`config.mk`:
```
export PLATFORM = sky130hd
export DESIGN_NAME = wb_shared_bus_dec
export DESIGN_NICKNAME = d
export VERILOG_FILES = /design/src/rtl/wb_shared_bus_dec.sv
export SDC_FILE = /design/constraint.sdc
export NUM_CORES = 1
export LEC_CHECK = 0
export BUFFER_PORTS_ARGS = -buffer_cell sky130_fd_sc_hd__buf_2
export CAP_MARGIN = 15
export CORE_MARGIN = 2
export CORE_UTILIZATION = 45
export DETAILED_ROUTE_END_ITERATION = 12
export MAX_ROUTING_LAYER = met4
export PLACE_DENSITY = 0.77
export SLEW_MARGIN = 20
export SYNTH_ARGS = -nofsm -noshare
export SYNTH_HDL_FRONTEND = slang
export SYNTH_SLANG_ARGS = --single-unit
```
`constraint.sdc`:
```
create_clock -name clk -period 1.77 [get_ports clk]
set_input_delay 0.0885 -clock clk [delete_from_list [all_inputs] [get_ports clk]]
set_output_delay 0.0885 -clock clk [all_outputs]
set_load 0.02 [all_outputs]
```
`src/rtl/wb_shared_bus_dec.sv`:
```
// One-master / N-slave Wishbone Classic shared bus with address-field decode,
// per-strobe slave locking, ACK watchdog, decode/timeout ERR and a saturating error counter.
module wb_shared_bus_dec #(
    parameter int N       = 4,
    parameter int AW      = 8,
    parameter int DW      = 8,
    parameter int SEL_LSB = 4,
    parameter int TIMEOUT = 15
) (
    input  logic            clk,
    input  logic            rst_n,
    input  logic            m_cyc,
    input  logic            m_stb,
    input  logic            m_we,
    input  logic [AW-1:0]   m_addr,
    input  logic [DW-1:0]   m_dat_w,
    output logic [DW-1:0]   m_dat_r,
    output logic            m_ack,
    output logic            m_err,
    output logic [N-1:0]    s_cyc,
    output logic [N-1:0]    s_stb,
    output logic            s_we,
    output logic [AW-1:0]   s_addr,
    output logic [DW-1:0]   s_dat_w,
    input  logic [N*DW-1:0] s_dat_r,
    input  logic [N-1:0]    s_ack,
    output logic [7:0]      err_cnt
);
    localparam int SW = (N > 1) ? $clog2(N) : 1;

    // IDLE: decode and strobe with zero latency | ACTIVE: locked to sel_q, watchdog running
    // ERR: one-cycle error response to master
    typedef enum logic [1:0] {ST_IDLE, ST_ACTIVE, ST_ERR} state_t;

    state_t        state_q, state_d;
    logic [SW-1:0] sel_q, sel_d;
    logic [7:0]    wdog_q, wdog_d;
    logic [7:0]    err_cnt_q, err_cnt_d;
    logic [SW-1:0] dec;
    logic          valid;
    logic          strobe;
    logic [DW-1:0] slv_dat [N];

    for (genvar i = 0; i < N; i++) begin : g_dat
        assign slv_dat[i] = s_dat_r[i*DW +: DW];
    end

    assign dec     = m_addr[SEL_LSB +: SW];
    assign valid   = (32'(dec) < 32'(N));
    // Reset also blanks the combinational strobe path so nothing reaches a slave during reset.
    assign strobe  = m_cyc & m_stb & rst_n;
    assign s_we    = m_we;
    assign s_addr  = m_addr;
    assign s_dat_w = m_dat_w;
    assign err_cnt = err_cnt_q;

    always_ff @(posedge clk or negedge rst_n) begin
        if (!rst_n) begin
            state_q   <= ST_IDLE;
            sel_q     <= '0;
            wdog_q    <= '0;
            err_cnt_q <= '0;
        end else begin
            state_q   <= state_d;
            sel_q     <= sel_d;
            wdog_q    <= wdog_d;
            err_cnt_q <= err_cnt_d;
        end
    end

    always_comb begin
        state_d   = state_q;
        sel_d     = sel_q;
        wdog_d    = wdog_q;
        err_cnt_d = err_cnt_q;
        s_cyc     = '0;
        s_stb     = '0;
        m_ack     = 1'b0;
        m_err     = 1'b0;
        m_dat_r   = '0;
        case (state_q)
            ST_IDLE: begin
                if (valid) m_dat_r = slv_dat[dec];
                if (strobe && valid) begin
                    s_cyc[dec] = 1'b1;
                    s_stb[dec] = 1'b1;
                    sel_d      = dec;
                    if (s_ack[dec]) begin
                        m_ack  = 1'b1;
                        wdog_d = '0;
                    end else begin
                        state_d = ST_ACTIVE;
                        wdog_d  = 8'd1;
                    end
                end else if (strobe) begin
                    state_d = ST_ERR;
                end
            end
            ST_ACTIVE: begin
                s_cyc[sel_q] = m_cyc & rst_n;
                s_stb[sel_q] = strobe;
                m_dat_r      = slv_dat[sel_q];
                if (!strobe) begin
                    state_d = ST_IDLE;
                    wdog_d  = '0;
                end else if (s_ack[sel_q]) begin
                    // An ack on the timeout cycle still completes the transfer.
                    m_ack   = 1'b1;
                    state_d = ST_IDLE;
                    wdog_d  = '0;
                end else if (wdog_q == 8'(TIMEOUT - 1)) begin
                    state_d = ST_ERR;
                    wdog_d  = '0;
                end else begin
                    wdog_d = wdog_q + 8'd1;
                end
            end
            ST_ERR: begin
                m_err   = 1'b1;
                state_d = ST_IDLE;
                if (err_cnt_q != 8'hFF) err_cnt_d = err_cnt_q + 8'd1;
            end
            default: state_d = ST_IDLE;
        endcase
    end
endmodule
```
==> impl_metrics.json <==
{
  "dp_hpwl_um": 3477,
  "report.final.slew_viol_count": 0,
  "synth_edf_count": 0,
  "syn-num-nets": 249,
  "crit_chain": "and4b_2 -> nand2_4 -> o32ai_4 -> and2_4 -> buf_6",
  "clock_latency_ps": 260,
  "cts.sinks": 20,
  "cts_root_buf": "clkbuf_8",
  "async_reset_ff_share_pct": 100.0,
  "postLayoutCoreUtil_pct": 61.97,
  "crit_path_max_fanout": 5,
  "route.detailed.wl_per_inst_um": 16.61,
  "synth_cells": 189,
  "r2r_start": "state_q[1]",
  "synth_area_mm2": 0.001843,
  "grt_pass1_vias": 1700,
  "die_area_mm2": 0.004623,
  "drt_iter0_drc": 98,
  "required_ps": 1680,
  "startpoint": "state_q[1]",
  "cts_tree": "done",
  "grt_max_degree": 21,
  "fin_crit_ps": 1851,
  "cts_buffers": 3,
  "synth.avg_cell_area_um2": 9.751,
  "rrSetupSlack_ps": 50,
  "post_drt_via_cell_ratio": 5.776,
  "cts_max_path_buffers": 2,
  "area_growth_pct": 33.54,
  "overflow": 0,
  "grt_pass1_wl_um": 7914,
  "worstHoldPathType": "input pin to primary output",
  "antenna_found_initial": 0,
  "maxCapViolCount": 0,
  "routabilityCongestion": 0.9176,
  "cts.htree.levels": 1,
  "first_pass_iters": 4,
  "die_w_um": 68.00,
  "worst_r2r_endpoint": "wdog_q[3]",
  "maxSlewHeadroom_pct": 71.12,
  "antenna_cells": 0,
  "place_ws_ps": 127.4,
  "finalHoldViolCount": 0,
  "vias": 1756,
  "ys_seq_area_share_pct": 27.16,
  "tightest_slew_ps": 433.2,
  "drive_above_1_share_pct": 54.33,
  "finalSetupViolCount": 10,
  "finalCritPeriodShare_pct": 104.6,
  "violations": "setup timing",
  "worst_hold_startpoint": "m_addr[3]",
  "cp.arrival_ps": 1760,
  "num_rows": 23,
  "crit_family": "simple AND/OR/NAND/NOR gates",
  "skew_ps": 0.7825,
  "whs_endpoint": "s_addr[3]",
  "port_buffers": 69,
  "grt_setup_unrepaired": "true",
  "initial_core_util_pct": 46.41,
  "ys_types": 46,
  "irDropWorstVdd_uv": 273.1,
  "ioPinCount": 100,
  "ant_nets": 0,
  "setup_ws_ps": -80.83,
  "timing.setup.critical_path_class": "flop to primary output",
  "max_stage_delay_ps": 450,
  "critPathCaptureType": "primary output",
  "power_density_mw_per_mm2": 607.5,
  "wl_um": 5048,
  "fmax_ghz": 0.5403,
  "grt.total_usage_pct": 22.86,
  "critPathSlowestCell": "dfrtp_2",
  "hold_ws_ps": 177.0,
  "fp.dieH_um": 68.00,
  "ff2ff_path_depth": 8,
  "synth_flop_cell": "dfrtp_1",
  "ys_warn_count": 0,
  "status": "complete, but fails checks",
  "hold_depth": 0,
  "cp-start-kind": "flop",
  "clk_pin_slew_ps": 80,
  "p_leak_nw": 1.134,
  "timing.critical_path.buf_inv": 1,
  "core_mm2": 0.003971,
  "drc": 0,
  "finalNetCount": 315,
  "ys_ff_latch": 20
}
## worst max-delay path by stage
stage	to	slack, ps	depth (start not counted)
6_report	s_stb[0]	-80	5
5_1_grt	s_stb[0]	-120	5
4_1_cts	m_dat_r[7]	-0.5	5
3_5_place_dp	wdog_q[0]	130	4
3_3_place_gp	wdog_q[0]	190	5
2_1_floorplan	s_stb[0]	-90	5
## state kept, by name, indices dropped and copies added, names as in the netlist
| name | count |
|---|---|
| wdog_q | 8 |
| err_cnt | 8 |
| state_q | 2 |
| sel_q | 2 |
## Yosys cell counts (4+ instances only)
| library cell | count | area, um^2 |
|---|---|---|
| nand2_1 | 26 | 97.59 |
| dfrtp_1 | 20 | 500.5 |
| buf_4 | 19 | 142.6 |
| mux4_2 | 15 | 337.8 |
| a21oi_1 | 10 | 50.05 |
| inv_1 | 9 | 33.78 |
| nand3_1 | 7 | 35.03 |
| nand4_1 | 6 | 37.54 |
| nor2_1 | 6 | 22.52 |
| a31oi_1 | 5 | 31.28 |
| xor2_1 | 5 | 43.79 |
| and2_2 | 4 | 30.03 |
| buf_2 | 4 | 20.02 |
## placed cells by master (no fill, tap or decap), types with 3 or more instances in the layout
master     n
nor3_1     3
nand4_1    6
mux4_2    17
o211ai_1   3
a31oi_1    5
nand3_2    3
xor2_1     5
a21oi_1    9
buf_6      6
dfrtp_1   17
inv_1      9
nor2_1     6
buf_2     62
buf_4     18
dfrtp_2    3
nand2_1   24
clkbuf_8   3
o21ai_0    3
nand3_1    5
ha_1       3
## what timing repair did
item,in CTS,in global routing
setup endpoints to repair,12,15
gates resized for setup,19,20
hold buffers,1,0
hold endpoints to repair,20,0
pin swaps,0,13
buffers inserted,3,9
## power by group
group          internal [mW]  switching [mW]
clock network          0.302           0.166
registers              0.473          0.0330
logic                  0.280           0.241
## through the flow
stage | area, um^2 | power [mW] | instances | setup TNS (ps)
global placement | 2111 | 0.9063 | 287 | 0
floorplan | 1843 | 0.8339 | 189 | -184.4
global route | 2461 | 1.552 | 304 | -847.9
CTS | 2303 | 1.436 | 295 | -0.5148
finish | 2461 | 1.495 | 304 | -194.1
detailed placement | 2111 | 0.9162 | 287 | 0
## layout make-up
| type | instances | area [um^2] |
|---|---|---|
| timing repair buffer | 88 | 543.0 |
| clock inverter | 1 | 30.03 |
| clock buffer | 3 | 41.29 |
| inverter | 9 | 33.78 |
| tap | 50 | 62.56 |
| multi-input combinational | 133 | 1246 |
| sequential | 20 | 504.2 |
| fill | 311 | 1510 |
## kinds of logic (layout without fill, tap and decap cells)
group                      count (synthesis)  count (layout)  synth area share [%]
buffers and inverters                     36             101                 11.88
xor gates and xnor gates                   7               7                 3.327
adders and majority gates                  3               3                 2.037
DFF                                       20              20                 27.16
muxes                                     21              21                 23.49
AOI/OAI and AO/OA                         33              33                 12.02
and+or+nand+nor                           69              69                 20.10
## layer usage
metal	up-vias	part of all wire, %	global-route usage (%)	routed length (um)
met3	8	4.6	3.454	232
met5	-	0	-	0
met2	65	52	38.83	2638
met1	863	42	28.69	2098
li1	820	-	-	-
met4	0	1.6	5.500	79
(Power assumes the default switching activity.)
